--- src/rtl/mips_bus_arbiter.sv ---
// mips_bus_arbiter: shares one Avalon-style slave port between m0 (fetch) and m1 (load/store),
// holding each grant until the write is accepted or the read data has been returned.
module mips_bus_arbiter #(
   parameter int RD_LAT    = 1,
   parameter bit FAIR_MODE = 1'b1
) (
   input  logic        clk,
   input  logic        reset,
   input  logic [31:0] m0_address,
   input  logic        m0_read,
   input  logic        m0_write,
   input  logic [31:0] m0_writedata,
   input  logic [3:0]  m0_byteenable,
   output logic        m0_waitrequest,
   output logic [31:0] m0_readdata,
   output logic        m0_readdatavalid,
   input  logic [31:0] m1_address,
   input  logic        m1_read,
   input  logic        m1_write,
   input  logic [31:0] m1_writedata,
   input  logic [3:0]  m1_byteenable,
   output logic        m1_waitrequest,
   output logic [31:0] m1_readdata,
   output logic        m1_readdatavalid,
   output logic [31:0] s_address,
   output logic        s_read,
   output logic        s_write,
   output logic [31:0] s_writedata,
   output logic [3:0]  s_byteenable,
   input  logic        s_waitrequest,
   input  logic [31:0] s_readdata
);
   typedef enum logic [1:0] {IDLE, BUSY, RDWAIT} state_t;
   state_t      r_state, w_next;
   logic        r_owner, r_last;
   logic [1:0]  r_lat_cnt;
   logic        w_m0_req, w_m1_req, w_gnt, w_own_req, w_own_wr, w_own_rd, w_busy, w_done;
   assign w_m0_req  = m0_read | m0_write;
   assign w_m1_req  = m1_read | m1_write;
   assign w_gnt     = (w_m0_req & w_m1_req) ? (FAIR_MODE & ~r_last) : w_m1_req;
   assign w_own_req = r_owner ? w_m1_req : w_m0_req;
   assign w_own_wr  = r_owner ? m1_write : m0_write;
   assign w_own_rd  = r_owner ? m1_read : m0_read;
   always_ff @(posedge clk) begin
      if (reset) begin
         r_state   <= IDLE;
         r_owner   <= 1'b0;
         r_last    <= 1'b1;
         r_lat_cnt <= 2'd0;
      end else begin
         r_state <= w_next;
         if (r_state == IDLE && (w_m0_req | w_m1_req)) begin
            r_owner <= w_gnt;
            r_last  <= w_gnt;
         end
         if (r_state == BUSY && w_next == RDWAIT)
            r_lat_cnt <= 2'(RD_LAT - 1);
         else if (r_state == RDWAIT && r_lat_cnt != 2'd0)
            r_lat_cnt <= r_lat_cnt - 2'd1;
      end
   end
   always_comb begin
      w_next = r_state;
      if (r_state == IDLE)
         w_next = (w_m0_req | w_m1_req) ? BUSY : IDLE;
      else if (r_state == BUSY)
         w_next = !w_own_req ? IDLE : s_waitrequest ? BUSY : w_own_wr ? IDLE : RDWAIT;
      else
         w_next = (r_lat_cnt == 2'd0) ? IDLE : RDWAIT;
   end
   // Outputs are forced to their idle values while reset is held so no stale read data escapes
   assign w_busy           = (r_state == BUSY) & ~reset;
   assign w_done           = (r_state == RDWAIT) & (r_lat_cnt == 2'd0) & ~reset;
   assign s_address        = w_busy ? (r_owner ? m1_address : m0_address) : 32'd0;
   assign s_writedata      = w_busy ? (r_owner ? m1_writedata : m0_writedata) : 32'd0;
   assign s_byteenable     = w_busy ? (r_owner ? m1_byteenable : m0_byteenable) : 4'd0;
   assign s_write          = w_busy & w_own_wr;
   assign s_read           = w_busy & w_own_rd & ~w_own_wr;
   assign m0_waitrequest   = ~(w_busy & ~r_owner) | s_waitrequest;
   assign m1_waitrequest   = ~(w_busy & r_owner) | s_waitrequest;
   assign m0_readdatavalid = w_done & ~r_owner;
   assign m1_readdatavalid = w_done & r_owner;
   assign m0_readdata      = m0_readdatavalid ? s_readdata : 32'd0;
   assign m1_readdata      = m1_readdatavalid ? s_readdata : 32'd0;
endmodule

--- config.mk ---
export PLATFORM = sky130hd
export DESIGN_NAME = mips_bus_arbiter
export DESIGN_NICKNAME = d
export VERILOG_FILES = /design/src/rtl/mips_bus_arbiter.sv
export SDC_FILE = /design/constraint.sdc
export NUM_CORES = 1
export LEC_CHECK = 0
export BUFFER_PORTS_ARGS = -buffer_cell sky130_fd_sc_hd__buf_4
export CELL_PAD_IN_SITES_DETAIL_PLACEMENT = 1
export CELL_PAD_IN_SITES_GLOBAL_PLACEMENT = 1
export CORE_AREA = 2 2 121 123
export CTS_CLUSTER_SIZE = 25
export DETAILED_ROUTE_END_ITERATION = 6
export DIE_AREA = 0 0 123 125
export PLACE_DENSITY_LB_ADDON = 0.2
export SLEW_MARGIN = 40
export SYNTH_ARGS = -nofsm -noshare
export SYNTH_HDL_FRONTEND = slang
export SYNTH_SLANG_ARGS = --single-unit
--- constraint.sdc ---
create_clock -name clk -period 1.35 [get_ports clk]
set_input_delay 0.0675 -clock clk [delete_from_list [all_inputs] [get_ports clk]]
set_output_delay 0.0675 -clock clk [all_outputs]
set_load 0.02 [all_outputs]
==> results.py <==
metrics = {
    "global_routing": {
        "grt_usage_pct": 14.7,
        "antenna_found_initial": 0,
        "grt_start_max_net_pins": 34,
        "grt_pass1_vias": 3253,
        "grt_pass1_wl_um": 17700,
        "overflow": 0,
    },
    "worst_setup_path": {
        "cp_max_fo": 9,
        "criticalPathCategory": "reg -> out",
        "r2r-end": "r_lat_cnt[1]",
        "arrival_ps": 1750,
        "crit_start": "r_state[1]",
        "required_ps": 1280,
        "r2r-start": "r_lat_cnt[1]",
        "rr_worst_depth": 7,
        "endpoint": "s_address[11]",
        "reg2reg_setup_slack_ps": -50,
        "crit_path_end_kind": "primary output",
        "setup.worst_path.start_class": "flip-flop",
    },
    "die": {
        "io_pins": 313,
        "die_w_um": 123,
        "dieArea_sq_mm": 0.0154,
        "initial_core_util_pct": 11.2,
        "num_rows": 44,
        "die_h_um": 125,
        "core-area_sq_mm": 0.0142,
    },
    "final_layout": {
        "area_delta_synth_final_pct": 252,
        "antennaDiodeCount": 0,
        "mostFrequentLayoutCells": "buf_4 (209), buf_6 (137), a22o_1 (59)",
        "final_core_util_pct": 39.5,
        "fill_cells": 1563,
        "final_nets": 725,
        "ff_latch_area_sq_um": 131,
        "final_common_cell": "buf_4",
        "multi_input_area_sq_mm": 0.00157,
        "layout-drive-gt1-share_pct": 83.2,
    },
    "routing": {
        "vias_per_cell": 4.22,
        "drt_iter0_markers": 35,
        "wirelength_um": 13200,
        "ant_nets": 0,
        "drc_errors": 0,
        "first_pass_iters": 4,
        "wl_per_cell_um": 18.0,
        "vias": 3087,
    },
    "sta": {
        "setup_ws_ps": -466,
        "rsz0062_at_grt": "true",
        "skew_ps": 4.13,
        "finalCritPeriodShare_pct": 134,
        "drv_slew": 0,
        "slew_headroom_pct": 73.6,
        "hold_viol_final": 0,
        "finalSetupViolCount": 141,
        "worstMarginPinSlew_ps": 386,
        "hold_slack_ps": 133,
        "min_period_ps": 1820,
        "fmax_mhz": 551,
    },
    "clock_network": {
        "root_buffer": "clkbuf_16",
        "htree_num_levels": 1,
        "cts_tree": "done",
        "clock-sinks": 6,
        "cts_buffer_depth": 2,
        "postCtsHoldBufs": 0,
        "cts_buffers": 3,
        "clock_latency_ps": 230,
        "cts.clk_slew.worst_paths_ps": 40,
    },
    "pwr": {
        "p_per_area_mw_per_mm2": 421,
        "ir_worst_vdd_mv": 0.209,
        "leakage_nw": 2.80,
        "power_mw": 2.36,
    },
    "logic_synthesis": {
        "synth_edf_count": 0,
        "synthFlopType": "dfxtp_1",
        "synth_area_sq_mm": 0.00160,
        "synthArstFlopShare_pct": 0,
        "ys_ff_latch": 6,
        "ys_types": 33,
        "synth_area_leaders": "a22o_1 (37%), and2_1 (25%), dfxtp_1 (7.5%), buf_6 (6.4%), buf_2 (3.8%)",
        "synth_top_area_share_pct": 37.3,
        "syn_nets": 377,
        "synth-seq-area-share_pct": 7.53,
        "netlist_instances": 201,
        "syn_area_per_cell_sq_um": 7.94,
        "yosys_warnings": 0,
        "synth_top_area_cell": "a22o_1",
    },
    "min_path": {
        "hold_class": "in -> reg",
    },
    "outcome": {
        "outcome": "finished, violations left",
        "violations": "setup timing",
    },
    "place": {
        "io_buffers": 312,
        "hpwl_um": 10200,
        "gp_congestion": 0.833,
    },
    "job": {
        "cap_violations": 0,
    },
}
kinds of logic (layout without fill, tap and decap cells):
| group | after synthesis | after routing | share of synthesized area (%) |
|---|---|---|---|
| multiplexers | 1 | 1 | 0.706 |
| XOR/XNOR | 1 | 1 | 0.549 |
| AO/OA/AOI/OAI | 80 | 80 | 43.6 |
| adder cells (fa/ha/maj) | 1 | 1 | 0.784 |
| AND/OR/NAND/NOR | 85 | 85 | 35.1 |
| flip-flops | 6 | 6 | 7.53 |
| buffers and inverters | 27 | 373 | 11.8 |
area by class of cell:
type | count | share of cell area [%]
Timing Repair Buffer | 368 | 64.0
Inverter | 2 | 0.134
Multi-Input combinational cell | 168 | 28.0
Tap cell | 184 | 4.10
Clock buffer | 3 | 1.34
Sequential cell | 6 | 2.34
state kept, by name (all words and copies together) (netlist names):
name	cells
r_last	1
r_lat_cnt	2
r_owner	1
r_state	2
synthesized netlist by cell type, types with 2 or more instances:
master     number
and2_1         64
nor2_1          5
o21ai_0         2
a22o_1         68
buf_2          12
dfxtp_1         6
buf_6           9
nand3b_1        2
a2111oi_0       2
inv_1           2
a21oi_1         2
clkbuf_1        3
nor3_1          2
nor3b_2         2
nand2b_1        2
critical path, stage by stage, from the launching register on:
cell and delay (ps):
dfxtp_4 350, buf_6 120, nor4bb_4 270, buf_4 190, clkbuf_16 170, buf_12 130, a22o_1 160, buf_6 130
what timing repair did:
item	in CTS	in global routing
endpoints found under the setup margin	141	142
gates resized for setup	110	64
pin swaps	4	20
gates cloned	2	8
buffers inserted	4	7
stage by stage:
| stage | instances | TNS [ps] | area [sq um] | setup WS, ps |
|---|---|---|---|---|
| 6_report | 731 | -54580 | 5610 | -466 |
| 5_1_grt | 731 | -65740 | 5610 | -515 |
| 4_1_cts | 717 | -48840 | 5130 | -406 |
| 3_5_place_dp | 708 | -20640 | 4560 | -228 |
| 3_3_place_gp | 708 | -14670 | 4560 | -181 |
| 2_1_floorplan | 201 | -7790 | 1780 | -113 |
where the power goes:
group          total [mW]  internal [mW]  switching, mW
logic                1.67          0.995          0.678
clock network       0.487          0.381          0.106
registers           0.205          0.191         0.0131
how the worst min path moves through the flow:
stage | startpoint | to | slack (ps) | depth (start not counted)
global placement | s_waitrequest | r_state[0] | 350 | 2
floorplan | s_waitrequest | r_state[0] | 200 | 1
finish | s_waitrequest | r_state[0] | 130 | 2
global route | s_waitrequest | r_state[0] | 150 | 2
CTS | s_waitrequest | r_state[0] | 130 | 2
detailed placement | s_waitrequest | r_state[0] | 370 | 2
per-layer routing:
layer	routed length, um	GRT usage [%]	vias to the layer above	share of wire [%]
met4	237	3.21	0	1.8
met1	4540	15.2	1426	35
met2	7160	29.3	196	54
met3	1220	3.19	13	9.2
met5	0	0	-	0
li1	-	-	1452	-
(Power assumes the default switching activity.)
